$ cat src/rtl/efb_wb_arbiter.sv
// efb_wb_arbiter: shares the single 8-bit EFB Wishbone slave between two
// masters. Ownership lasts for a whole cyc burst, so one master's command
// sequence is never interleaved with the other's. A per-transfer watchdog
// aborts a strobed transfer that never sees an ack.
//
// Handshake: a transfer is requested while the master holds cyc and stb high
// and completes in the cycle the slave raises ack (ack is forwarded to the
// owner combinationally). cyc framing owns the bus; stb gaps inside a burst
// keep ownership. Non-owners see ack/err low and simply stay pending.
module efb_wb_arbiter #(
  parameter int ROUND_ROBIN    = 1,
  parameter int TIMEOUT_CYCLES = 255
) (
  input  logic       clk,
  input  logic       rst_n,
  input  logic       m0_cyc_i,
  input  logic       m0_stb_i,
  input  logic       m0_we_i,
  input  logic [7:0] m0_adr_i,
  input  logic [7:0] m0_dat_i,
  output logic [7:0] m0_dat_o,
  output logic       m0_ack_o,
  output logic       m0_err_o,
  input  logic       m1_cyc_i,
  input  logic       m1_stb_i,
  input  logic       m1_we_i,
  input  logic [7:0] m1_adr_i,
  input  logic [7:0] m1_dat_i,
  output logic [7:0] m1_dat_o,
  output logic       m1_ack_o,
  output logic       m1_err_o,
  output logic       s_cyc_o,
  output logic       s_stb_o,
  output logic       s_we_o,
  output logic [7:0] s_adr_o,
  output logic [7:0] s_dat_o,
  input  logic [7:0] s_dat_i,
  input  logic       s_ack_i,
  output logic [1:0] grant,
  output logic [1:0] dbg_state
);

  typedef enum logic [1:0] {
    ST_IDLE  = 2'd0,
    ST_OWN   = 2'd1,
    ST_ABORT = 2'd2
  } state_t;

  // Watchdog fires when the counter reaches TIMEOUT_CYCLES-1, i.e. in the
  // T-th consecutive strobed cycle without ack. T=0 disables it.
  localparam logic        WD_EN    = (TIMEOUT_CYCLES != 0);
  localparam logic [15:0] WD_LIMIT = 16'(TIMEOUT_CYCLES - 1);
  localparam logic        RR_EN    = (ROUND_ROBIN != 0);

  state_t      state_q, state_d;
  logic        owner_q, owner_d;          // 0 = m0, 1 = m1
  logic        last_owner_q, last_owner_d;
  logic [15:0] wd_cnt_q, wd_cnt_d;

  logic        own_cyc, own_stb, own_we;
  logic [7:0]  own_adr, own_dat;
  logic        stb_int;
  logic        own_ack, own_err;

  // Read data is broadcast; only the owner's ack qualifies it.
  assign m0_dat_o  = s_dat_i;
  assign m1_dat_o  = s_dat_i;
  assign dbg_state = state_q;

  // Grant is derived purely from registered state, so it only moves on edges.
  assign grant = (state_q == ST_IDLE) ? 2'b00 : (owner_q ? 2'b10 : 2'b01);

  // Select the current owner's request lines.
  always_comb begin
    own_cyc = owner_q ? m1_cyc_i : m0_cyc_i;
    own_stb = owner_q ? m1_stb_i : m0_stb_i;
    own_we  = owner_q ? m1_we_i  : m0_we_i;
    own_adr = owner_q ? m1_adr_i : m0_adr_i;
    own_dat = owner_q ? m1_dat_i : m0_dat_i;
  end

  // State register, owner tracking and watchdog counter.
  always_ff @(posedge clk) begin
    if (!rst_n) begin
      state_q      <= ST_IDLE;
      owner_q      <= 1'b0;
      last_owner_q <= 1'b1;
      wd_cnt_q     <= 16'd0;
    end else begin
      state_q      <= state_d;
      owner_q      <= owner_d;
      last_owner_q <= last_owner_d;
      wd_cnt_q     <= wd_cnt_d;
    end
  end

  // Next-state logic, slave-side mux and watchdog decision.
  always_comb begin
    state_d      = state_q;
    owner_d      = owner_q;
    last_owner_d = last_owner_q;
    s_cyc_o      = 1'b0;
    s_stb_o      = 1'b0;
    s_we_o       = 1'b0;
    s_adr_o      = 8'd0;
    s_dat_o      = 8'd0;
    stb_int      = 1'b0;
    own_ack      = 1'b0;
    own_err      = 1'b0;
    unique case (state_q)
      ST_IDLE: begin
        if (m0_cyc_i || m1_cyc_i) begin
          state_d = ST_OWN;
          if (m0_cyc_i && m1_cyc_i) begin
            owner_d = RR_EN ? ~last_owner_q : 1'b0;
          end else begin
            owner_d = m1_cyc_i;
          end
        end
      end
      ST_OWN: begin
        stb_int = own_cyc && own_stb;
        s_cyc_o = own_cyc;
        s_stb_o = stb_int;
        s_we_o  = own_we;
        s_adr_o = own_adr;
        s_dat_o = own_dat;
        own_ack = s_ack_i;
        own_err = WD_EN && stb_int && !s_ack_i && (wd_cnt_q == WD_LIMIT);
        if (!own_cyc) begin
          state_d      = ST_IDLE;
          last_owner_d = owner_q;
        end else if (own_err) begin
          state_d = ST_ABORT;
        end
      end
      ST_ABORT: begin
        if (!own_cyc) begin
          state_d      = ST_IDLE;
          last_owner_d = owner_q;
        end
      end
      default: state_d = ST_IDLE;
    endcase
  end

  // Counter runs only across consecutive strobed, unacked cycles of an owner.
  always_comb begin
    wd_cnt_d = 16'd0;
    if (state_q == ST_OWN && stb_int && !s_ack_i) begin
      wd_cnt_d = wd_cnt_q + 16'd1;
    end
  end

  // Route ack/err to the owner only.
  always_comb begin
    m0_ack_o = own_ack && !owner_q;
    m1_ack_o = own_ack &&  owner_q;
    m0_err_o = own_err && !owner_q;
    m1_err_o = own_err &&  owner_q;
  end

endmodule

$ cat config.mk
export PLATFORM = sky130hd
export DESIGN_NAME = efb_wb_arbiter
export DESIGN_NICKNAME = d
export VERILOG_FILES = /design/src/rtl/efb_wb_arbiter.sv
export SDC_FILE = /design/constraint.sdc
export NUM_CORES = 1
export LEC_CHECK = 0
export BUFFER_PORTS_ARGS = -buffer_cell sky130_fd_sc_hd__buf_2
export CAP_MARGIN = 5
export CORE_MARGIN = 8
export CORE_UTILIZATION = 40
export CTS_BUF_LIST = sky130_fd_sc_hd__clkbuf_4 sky130_fd_sc_hd__clkbuf_8
export DETAILED_ROUTE_END_ITERATION = 12
export PLACE_DENSITY_LB_ADDON = 0.25
export SYNTH_ARGS = -nofsm -noshare
export SYNTH_HDL_FRONTEND = slang
export SYNTH_SLANG_ARGS = --single-unit
export TNS_END_PERCENT = 30
$ cat constraint.sdc
create_clock -name clk -period 1.5 [get_ports clk]
set_clock_uncertainty 0.15 [all_clocks]
set_input_delay 0.15 -clock clk [delete_from_list [all_inputs] [get_ports clk]]
set_output_delay 0.15 -clock clk [all_outputs]
set_load 0.03 [all_outputs]
==> results.md, run 1 <==
- Die Span X: 77.8 um
- Maximum number of pins on one net before global-route repair: 12
- Sequential Power Share: about a quarter
- Layout Utilization: 78.8%
- Worst-case headroom to the max-slew limit: 76.2%
- GRT Resource Usage Total: between 10% and 20%
- Placed cell area: 2190 sq um
- Detailed-routing iteration count for the pre-antenna-repair pass: 4
- Clock transition at the register clock pins on the worst setup and hold paths after CTS: 90 ps
- Minimum setup slack in the final design: -408 ps
- Combinational group share of total power: between 50% and 60%
- Result of the run: complete, but fails checks
- Num Clock Sinks: 20
- Proportion of synthesized flip-flops having asynchronous set or reset: 0%
- Detailed Place HPWL: 3.66 mm
- Number of antenna violations at the first check in global routing: 1
- RSZ-0062 raised after global routing: true
- Overall die area: 6060 sq um
- TritonCTS clock tree: built
- Register bit count reported by yosys: 20
- Maximum vdd drop: between 600 and 700 uV
- Number of warnings printed during yosys synthesis: 0
- Most used DFF post-synth: sky130_fd_sc_hd__dfxtp_1
- Crit. End Element: primary output
- Static leakage: 1.25 nW
- Avg Cell Area, Syn: around 8.3 sq um
- Failing checks: setup timing
- Max Slew Vio Count: 0
- Most frequent cell after synthesis: sky130_fd_sc_hd__dfxtp_1
- Final critical-path share of the clock period: 127%
- Fraction of power spent switching nets: between 30% and 40%
- Count of input and output buffers: between 60 and 70
- Post-synth top cells: 20 x sky130_fd_sc_hd__dfxtp_1, 19 x sky130_fd_sc_hd__nor2b_1, 17 x sky130_fd_sc_hd__mux2i_1, 17 x sky130_fd_sc_hd__nor2_1, 16 x sky130_fd_sc_hd__buf_4
- Top-area cell type share of the netlist area: between 20% and 30%
- Synthesized instance count: 184
- Count of hold-fix buffers inserted at cts: 0
- Die span in y: 77.8 um
- Max Cap Violations: 0
- Worst-case clock buffer depth: 2
- Vias in the first global route: 1794
- Post-synth net total: roughly 240
- Number of CTS-inserted buffers: 3
- Number of synthesized flops with an enable pin: 0
- Final critical-path required period: 1910 ps
- Number of design-rule violations left by the first detailed-router iteration: 185
- Internal power component: around 0.0014 W
- Fraction of the yosys area taken by sequential cells: 26.2%
- Class of the tightest hold or removal check: in -> reg
- FP Rows: 22
- Maximum operating frequency: 524 MHz
- Data required, critical path: 1200 ps
- Critical Path Source Type: flip-flop
- Synthesized area: roughly 1500 sq um
- Number of filler instances in the final layout: 200
- Arrival time reported for the critical path endpoint: 1610 ps
- Area Overhead vs Synth: 88.8%
- Insertion delay to the later sink of the worst-skew pair: 270 ps
- Routed vias: roughly 1900
- Clock network fraction of total power: 18.3%
- Wire length of the first global-routing pass: 8.91 mm
- Number of vias per cell: 5.63
- Power Dens Cells: 748 nW/um^2
- Worst Setup Path Type: reg -> out
- Placer Congestion: 0.754
- Crit-path max FO: 2
- Layout cells sized above 1: 67.1%
- Actual slew at the worst max-slew pin: about 360 ps
- Starting utilization of the core area: 41.8%
- H-tree lvl count: 1
- Summed area of non-filler cells in the final layout: 2890 sq um
- Wire length per cell: roughly 22 um
- Switching power: approximately 0.00080 W
- Final hold slack: around 75 ps
- Total global routing overflow: 0
- Placeable Area: 3660 sq um
- Unique cell type count in the Yosys netlist: 37
- Number of nets with antenna violations after routing: 0
- Clock root buffer master: sky130_fd_sc_hd__clkbuf_8
- DRC violations left: 0
- Net count reported at finish: 345
- Final count of hold timing violations: 0
- Count of final setup violators: 44
- Top-level I/O count: 92
- Overall routed net length: 7.49 mm
- Largest cells by area after synthesis: sky130_fd_sc_hd__dfxtp_1 26%, sky130_fd_sc_hd__mux2i_1 11%, sky130_fd_sc_hd__buf_4 7.9%
- Overall Power: 0.00216 W
- Largest area contributor in the netlist: sky130_fd_sc_hd__dfxtp_1
## cell type report
cell class	instances	area, sq um	share of cell area [%]
multi-input cells	132	1280	44.4
repair buffers	126	1040	36.1
flip-flops and latches	20	419	14.5
well taps	48	60.1	2.08
clock buffers	4	48.8	1.69
inverters	7	31.3	1.08
diodes	1	2.50	0.0867
## state kept, by name, summed over array words and instances, names as in the netlist
signal / flops
owner_q: 1
dbg_state: 2
last_owner_q: 1
wd_cnt_q: 16
## kinds of logic (layout without fill, tap and decap cells)
logic type                 count (synthesis)  after routing  share of synthesized area [%]
xor gates and xnor gates                  11             11                           6.30
DFF                                       20             20                           26.2
adders and majority gates                  6              6                           4.91
and+or+nand+nor                           81             81                           29.3
buffers and inverters                     32            137                           12.4
AOI/OAI and AO/OA                         16             16                           9.00
muxes                                     18             18                           11.9
other                                      0              1                              0
## metrics by stage
stage                     instances  TNS (ps)  worst slack (ps)
after floorplan                 184      -483             -83.2
after global placement          315      -514              -104
after detailed placement        315      -837              -161
after CTS                       328     -3750              -372
after global routing            338     -8370              -472
final                           338     -6810              -408
## per-layer routing
metal	global-route usage [%]	part of all wire [%]
met5	0	0
met4	4.15	5.0
met3	5.88	8.3
met2	34.6	50
met1	17.7	36
## critical path, cell delays in order (launching register included)
cell                      delay (ps)
sky130_fd_sc_hd__dfxtp_1         330
sky130_fd_sc_hd__nor4_1          260
sky130_fd_sc_hd__and4b_2         310
sky130_fd_sc_hd__nand3_4         100
sky130_fd_sc_hd__nor3b_4         190
sky130_fd_sc_hd__buf_6           150
## power by group through the flow
stage	logic [W]	registers, W	clock network (W)
2_1_floorplan	0.000556	0.000585	0
3_3_place_gp	0.000686	0.000576	0
3_5_place_dp	0.000695	0.000577	0
4_1_cts	0.000961	0.000569	0.000389
5_1_grt	0.00123	0.000574	0.000423
6_report	0.00119	0.000574	0.000394
## worst paths after layout
check	slack (ps)	to	depth (start not counted)	from
worst max register to register	-280	dbg_state[0]	5	owner_q
worst min register to register	350	wd_cnt_q[0]	2	wd_cnt_q[0]
worst max-delay path	-410	m0_err_o	5	wd_cnt_q[15]
worst min-delay path	70	last_owner_q	2	rst_n
## timing repair
| item | CTS | global route |
|---|---|---|
| hold endpoints to repair | 0 | 0 |
| resized for setup | 89 | 37 |
| pin swaps | 6 | 11 |
| buffers inserted | 7 | 10 |
| setup endpoints to repair | 32 | 43 |
| gates cloned | 2 | 1 |
## layout by cell type (no fill, tap or decap), types with 4 or more instances in the layout
| master | synthesis | layout |
|---|---|---|
| sky130_fd_sc_hd__nor2_1 | 17 | 13 |
| sky130_fd_sc_hd__inv_1 | 7 | 4 |
| sky130_fd_sc_hd__nand2_1 | 10 | 8 |
| sky130_fd_sc_hd__xor2_1 | 10 | 10 |
| sky130_fd_sc_hd__mux2i_4 | 0 | 9 |
| sky130_fd_sc_hd__nand4_1 | 9 | 9 |
| sky130_fd_sc_hd__buf_2 | 2 | 42 |
| sky130_fd_sc_hd__buf_6 | 1 | 37 |
| sky130_fd_sc_hd__nand3_1 | 6 | 5 |
| sky130_fd_sc_hd__dfxtp_2 | 0 | 6 |
| sky130_fd_sc_hd__dfxtp_1 | 20 | 11 |
| sky130_fd_sc_hd__buf_4 | 16 | 43 |
| sky130_fd_sc_hd__nor2b_2 | 0 | 9 |
| sky130_fd_sc_hd__nor2b_4 | 0 | 9 |
| sky130_fd_sc_hd__mux2i_1 | 17 | 7 |
| sky130_fd_sc_hd__a21oi_1 | 4 | 4 |
(Power assumes the default switching activity.)
==> run 2: changes to the inputs <==
--- a/config.mk
+++ b/config.mk
@@ -5,12 +5,12 @@
 export SDC_FILE = /design/constraint.sdc
 export NUM_CORES = 1
 export LEC_CHECK = 0
-export BUFFER_PORTS_ARGS = -buffer_cell sky130_fd_sc_hd__buf_2
 export CAP_MARGIN = 5
-export CORE_MARGIN = 8
+export CORE_MARGIN = 4
 export CORE_UTILIZATION = 40
 export CTS_BUF_LIST = sky130_fd_sc_hd__clkbuf_4 sky130_fd_sc_hd__clkbuf_8
 export DETAILED_ROUTE_END_ITERATION = 12
+export DONT_BUFFER_PORTS = 1
 export PLACE_DENSITY_LB_ADDON = 0.25
 export SYNTH_ARGS = -nofsm -noshare
 export SYNTH_HDL_FRONTEND = slang
==> run 2 against run 1 <==
The flow still finishes with violations (setup timing). Cell area is 2.4% lower. Combinational power is 8% higher. Via count is 14% lower. Power is 12% higher.
==> results.md, run 2 (synthesis gave the netlist of run 1 again) <==
- Result of the run: complete, but fails checks
- Combinational group share of total power: 53.3%
- Maximum operating frequency: 527 MHz
- Number of filler instances in the final layout: 217
- Number of design-rule violations left by the first detailed-router iteration: 117
- DRC violations left: 0
- Summed area of non-filler cells in the final layout: 2820 sq um
- Critical Path Source Type: flip-flop
- Max Cap Violations: 0
- Final critical-path share of the clock period: 126%
- Maximum vdd drop: 619 uV
- Worst Setup Path Type: reg -> out
- Area used by multi-input combinational logic: 1340 sq um
- Actual slew at the worst max-slew pin: 380 ps
- Layout cells sized above 1: 61.2%
- Source of the worst register-to-register timing path: owner_q
- Sequential Power Share: 23.6%
- Clock transition at the register clock pins on the worst setup and hold paths after CTS: 80 ps
- Arrival time reported for the critical path endpoint: 1600 ps
- Starting utilization of the core area: 41.5%
- Destination of the worst hold path: wd_cnt_q[15]
- Number of antenna repair diodes: 0
- Num Clock Sinks: 20
- Detailed Place HPWL: 3.10 mm
- Failing checks: setup timing
- Hold path depth: 3
- Critical Path Max Stage Delay: 330 ps
- Final count of hold timing violations: 0
- Clock root buffer master: sky130_fd_sc_hd__clkbuf_8
- Most flops, register: wd_cnt_q
- Die span in y: 69.8 um
- FP Rows: 22
- Insertion delay to the later sink of the worst-skew pair: between 200 and 300 ps
- Critical path, cell by cell: nor4_2 > and4b_2 > nand3_4 > nor3b_4 > buf_6
- Area Overhead vs Synth: 84.2%
- Number of nets with antenna violations after routing: 0
- Slack of the worst reg-to-reg path: -210 ps
- Depth of the worst register-to-register path: 6
- Max Slew Vio Count: 0
- Worst-case clock buffer depth: 2
- Fraction of power spent switching nets: 34.0%
- Clock network fraction of total power: 23.1%
- Placed cell area: 2020 sq um
- Final critical-path required period: about 1900 ps
- Overall die area: 4880 sq um
- Placeable Area: 3690 sq um
- Overall routed net length: 6.40 mm
- Die Span X: approximately 70 um
- Crit-path max FO: 2
- Total Negative Setup Slacks: -8120 ps
- Count of final setup violators: 43
- Number of antenna violations at the first check in global routing: 0
- Net count reported at finish: 301
- Total global routing overflow: 0
- Data required, critical path: 1200 ps
- Number of vias per cell: 5.57
- Number of CTS-inserted buffers: 3
- Commonest cells after routing, fill and taps aside: 38 x sky130_fd_sc_hd__buf_4, 29 x sky130_fd_sc_hd__buf_6, 18 x sky130_fd_sc_hd__nor2b_4
- Static leakage: 1.12 nW
- Most common library cell in the layout ignoring fill and taps: sky130_fd_sc_hd__buf_4
- Internal power component: 0.00160 W
- Sequential cell area: 414 sq um
- Slowest stage cell on the critical path: sky130_fd_sc_hd__dfxtp_2
- Max reg flops: 16
- Routed vias: 1631
- DRT met1 WL: 2.18 mm
- Minimum setup slack in the final design: -397 ps
- Wire length per cell: around 22 um
- Max Used Layer: met4
- Reg-to-Reg End: dbg_state[0]
- Vias in the first global route: about 1600
- Maximum number of pins on one net before global-route repair: 16
- TritonCTS clock tree: built
- Class of the tightest hold or removal check: in -> reg
- RSZ-0062 raised after global routing: true
- Count of input and output buffers: 0
- H-tree lvl count: 1
- Top-level I/O count: just over 90
- Start point of the worst hold path: rst_n
- Wire length of the first global-routing pass: 7.82 mm
- Met3 wirelength from detailed routing: 383 um
- Beginning of the critical path: wd_cnt_q[14]
- Crit. End Element: primary output
- Worst-case headroom to the max-slew limit: between 70% and 80%
- Power Dens Cells: approximately 860 nW/um^2
- Detailed-routing iteration count for the pre-antenna-repair pass: 4
- Final hold slack: roughly 3.1 ps
- Routed wire length on met2: 3.35 mm
- Switching power: 0.000824 W
- GRT Resource Usage Total: 19.5%
- Placer Congestion: 0.841
## run 2: cell count changes in the layout (fill, tap and decap cells not counted), moves of 3 or more
cell / previous run / this run
sky130_fd_sc_hd__buf_6: 37 / 29
sky130_fd_sc_hd__buf_4: 43 / 38
sky130_fd_sc_hd__nor2b_4: 9 / 18
sky130_fd_sc_hd__buf_16: 1 / 4
sky130_fd_sc_hd__nor2b_2: 9 / 0
sky130_fd_sc_hd__dlygate4sd3_1: 0 / 3
sky130_fd_sc_hd__buf_12: 2 / 6
sky130_fd_sc_hd__buf_2: 42 / 0
sky130_fd_sc_hd__mux2i_2: 1 / 10
sky130_fd_sc_hd__mux2i_1: 7 / 0
## run 2: worst max path at each step
stage                         endpoint  cells after the start
final                         m0_err_o                      5
after global routing          m0_err_o                      5
after detailed placement  dbg_state[0]                      5
after floorplan               m0_err_o                      4
after CTS                     m0_err_o                      5
after global placement        m0_err_o                      5
## run 2: through the flow
step	cells	utilization, %	worst slack [ps]	power (W)
floorplan	184	-	-83.2	0.00114
global placement	266	54.6	-90.7	0.00125
detailed placement	266	54.6	-118	0.00127
CTS	282	67.0	-357	0.00214
global route	293	76.4	-467	0.00250
finish	293	76.4	-397	0.00242
## run 2: what timing repair did
item,in CTS,in global routing
pin swaps,5,13
endpoints found under the hold margin,5,0
gates cloned,4,0
endpoints found under the setup margin,43,43
gates resized for setup,53,54
hold buffers,3,0
setup buffers,5,11
## run 2: power groups by stage
stage / Clock, W / Sequential, W / Combinational, W
2_1_floorplan: 0 / 0.000585 / 0.000556
3_3_place_gp: 0 / 0.000575 / 0.000674
3_5_place_dp: 0 / 0.000577 / 0.000691
4_1_cts: 0.000561 / 0.000567 / 0.00101
5_1_grt: 0.000595 / 0.000574 / 0.00133
6_report: 0.000560 / 0.000572 / 0.00129
## run 2: final cells by class
cell class	instances	area share [%]
flip-flops and latches	20	14.7
clock buffers	3	1.47
clock inverters	1	1.07
well taps	48	2.13
multi-input cells	132	47.5
repair buffers	82	32.0
inverters	7	1.11
## run 2: worst max-delay path: cells and delay by family, from the launching register on
kind	cells	cell delay, ps
DFF	1	330
and+or+nand+nor	4	830
buffers and inverters	1	160
## run 2: metal layers
metal | up-vias | track usage (%)
li1 | 750 | -
met1 | 763 | 20.8
met2 | 79 | 37.4
met3 | 39 | 4.78
met4 | 0 | 5.53
met5 | - | 0
==> run 3: changes to the inputs <==
==> constraint.sdc (replaced) <==
create_clock -name clk -period 2.3 [get_ports clk]
set_clock_uncertainty 0.15 [all_clocks]
set_input_delay 0.23 -clock clk [delete_from_list [all_inputs] [get_ports clk]]
set_output_delay 0.23 -clock clk [all_outputs]
set_load 0.03 [all_outputs]
==> run 3 against run 2 <==
The run now ends clean. Sequential cell count stayed put. Register-to-register slack improved by 770 ps. Critical path depth unchanged. Clock power is 61% lower. Non-clock buffer count decreased by 53. First-iteration DRC count down 51%. Clock-buffer cell count is the same. Sequential share of layout area rose by 8.9 points. Utilization fell by 30 points. Critical path type unchanged. Largest cell class unchanged. Largest power group unchanged. Highest routed layer unchanged.
==> results.md, run 3 (synthesis gave the netlist of run 1 again) <==
- Buffering stage count on the worst path with inverters included: 1
- Detailed-routing iteration count for the pre-antenna-repair pass: 4
- Total Negative Setup Slacks: 0 ps
- Clock network fraction of total power: 22.6%
- Combinational group share of total power: 39.3%
- Critical Path Source Type: flip-flop
- Detailed Place HPWL: 2.81 mm
- Number of vias per cell: 5.25
- RSZ-0062 raised after global routing: false
- Final critical-path share of the clock period: 90.9%
- Overall routed net length: 3.44 mm
- Overall die area: roughly 5000 sq um
- Summed area of non-filler cells in the final layout: 1700 sq um
- Num Clock Sinks: 20
- Worst-case clock buffer depth: 2
- DRC violations left: 0
- Most flops, register: wd_cnt_q
- Die Span X: between 60 and 70 um
- Worst Setup Path Type: reg -> out
- Area Overhead vs Synth: 11.0%
- Number of nets with antenna violations after routing: 0
- Crit. End Element: primary output
- Data required, critical path: 1920 ps
- Commonest cells after routing, fill and taps aside: 28 x sky130_fd_sc_hd__buf_4, 20 x sky130_fd_sc_hd__dfxtp_1, 19 x sky130_fd_sc_hd__nor2b_1
- Clock transition at the register clock pins on the worst setup and hold paths after CTS: 70 ps
- Area used by multi-input combinational logic: 948 sq um
- Maximum number of pins on one net before global-route repair: 20
- Worst-case headroom to the max-slew limit: 78.0%
- Source of the worst register-to-register timing path: owner_q
- Class of the tightest hold or removal check: in -> reg
- Sequential Power Share: between 30% and 40%
- Critical Path Max Stage Delay: 460 ps
- Number of design-rule violations left by the first detailed-router iteration: 57
- Crit-path max FO: 9
- Wire length per cell: about 14 um
- Actual slew at the worst max-slew pin: 332 ps
- Die span in y: 69.8 um
- Slowest stage cell on the critical path: sky130_fd_sc_hd__dfxtp_1
- Top-level I/O count: 92
- Clock root buffer master: sky130_fd_sc_hd__clkbuf_8
- Layout cells sized above 1: 20.4%
- Number of filler instances in the final layout: 374
- Static leakage: 0.659 nW
- Hold path depth: 2
- Total global routing overflow: 0
- Net count reported at finish: approximately 250
- Start point of the worst hold path: m1_cyc_i
- Destination of the worst hold path: owner_q
- Placeable Area: 3690 sq um
- Maximum operating frequency: 478 MHz
- TritonCTS clock tree: built
- Number of CTS-inserted buffers: 3
- Number of antenna violations at the first check in global routing: 0
- H-tree lvl count: 1
- Minimum setup slack in the final design: 209 ps
- Power Dens Cells: 568 nW/um^2
- Max Cap Violations: 0
- Count of final setup violators: 0
- Worst path top cell family by delay: simple AND/OR/NAND/NOR gates
- Count of input and output buffers: 0
- Sequential cell area: 400 sq um
- Placed cell area: 1640 sq um
- Max Slew Vio Count: 0
- FP Rows: 22
- Number of antenna repair diodes: 0
- Max reg flops: 16
- Starting utilization of the core area: between 40% and 50%
- GRT Resource Usage Total: between 10% and 20%
- Insertion delay to the later sink of the worst-skew pair: 250 ps
- Post-placement worst setup slack: 381 ps
- Critical path, cell by cell: and3_1 > or2_2 > nand3_1 > nor3b_1 > buf_4
- Fraction of power spent switching nets: 35.3%
- Arrival time reported for the critical path endpoint: between 1500 and 2000 ps
- Internal power component: 0.000624 W
- Result of the run: complete, no violations
- Switching power: 0.000340 W
- Final critical-path required period: ~2100 ps
- Slack of the worst reg-to-reg path: 560 ps
- Depth of the worst register-to-register path: 4
- Placer Congestion: between 0.8 and 0.9
- Wire length of the first global-routing pass: 5.75 mm
- Maximum vdd drop: 227 uV
- Final count of hold timing violations: 0
- Routed vias: between 1000 and 1500
- Vias in the first global route: around 1200
- Most common library cell in the layout ignoring fill and taps: sky130_fd_sc_hd__buf_4
- Reg-to-Reg End: dbg_state[1]
==> run 3: cell count changes in the layout (fill, tap and decap cells not counted), moves of 10 or more <==
cell | previous run | this run
sky130_fd_sc_hd__nor2b_1 | 1 | 19
sky130_fd_sc_hd__mux2i_1 | 0 | 17
sky130_fd_sc_hd__nor2b_4 | 18 | 0
sky130_fd_sc_hd__mux2i_2 | 10 | 0
sky130_fd_sc_hd__buf_6 | 29 | 0
sky130_fd_sc_hd__buf_4 | 38 | 28
==> run 3: worst register-to-register path: stages, from the launching register on <==
cell	delay [ps]
sky130_fd_sc_hd__dfxtp_1	460
sky130_fd_sc_hd__mux2_2	400
sky130_fd_sc_hd__a22oi_2	260
sky130_fd_sc_hd__nand4_1	130
sky130_fd_sc_hd__a221oi_1	240
==> run 3: worst max path at each step <==
stage | startpoint | to | cells after the start
5_1_grt | wd_cnt_q[9] | m0_err_o | 5
4_1_cts | wd_cnt_q[2] | m0_err_o | 5
6_report | owner_q | m0_err_o | 5
2_1_floorplan | dbg_state[0] | m0_ack_o | 3
3_3_place_gp | wd_cnt_q[2] | m0_err_o | 5
3_5_place_dp | wd_cnt_q[2] | m0_err_o | 5
==> run 3: through the flow <==
step,util (%),instances,total power (W),hold WS [ps]
after CTS,45.7,239,0.000980,22.3
after global routing,46.0,239,0.00102,43.3
after detailed placement,44.3,235,0.000755,178
final,46.0,239,0.000964,29.0
after global placement,44.3,235,0.000750,170
after floorplan,-,184,0.000702,156
==> run 3: layer usage <==
metal / vias to the layer above / GRT usage (%) / share of wire (%)
met5: - / 0 / 0
met1: 559 / 16.1 / 41
met2: 52 / 24.7 / 48
met3: 8 / 5.36 / 9.7
li1: 636 / - / -
met4: 0 / 4.47 / 1.4
==> run 3: area by class of cell <==
class / instances / area share (%)
well taps: 48 / 3.54
inverters: 7 / 1.55
multi-input cells: 132 / 55.9
flip-flops and latches: 20 / 23.6
clock buffers: 3 / 2.43
repair buffers: 29 / 13.0
==> run 3: timing repair <==
action                     in CTS  in global routing
setup endpoints to repair       0                  1
buffers inserted                0                  0
hold buffers                    1                  0
resized for setup               0                  4
hold endpoints to repair        3                  0
==> run 3: power by group through the flow <==
stage          registers (W)  logic (W)  clock network (W)
6_report            0.000367   0.000379           0.000217
5_1_grt             0.000369   0.000408           0.000241
3_5_place_dp        0.000375   0.000380                  0
2_1_floorplan       0.000378   0.000325                  0
3_3_place_gp        0.000375   0.000376                  0
4_1_cts             0.000367   0.000383           0.000229
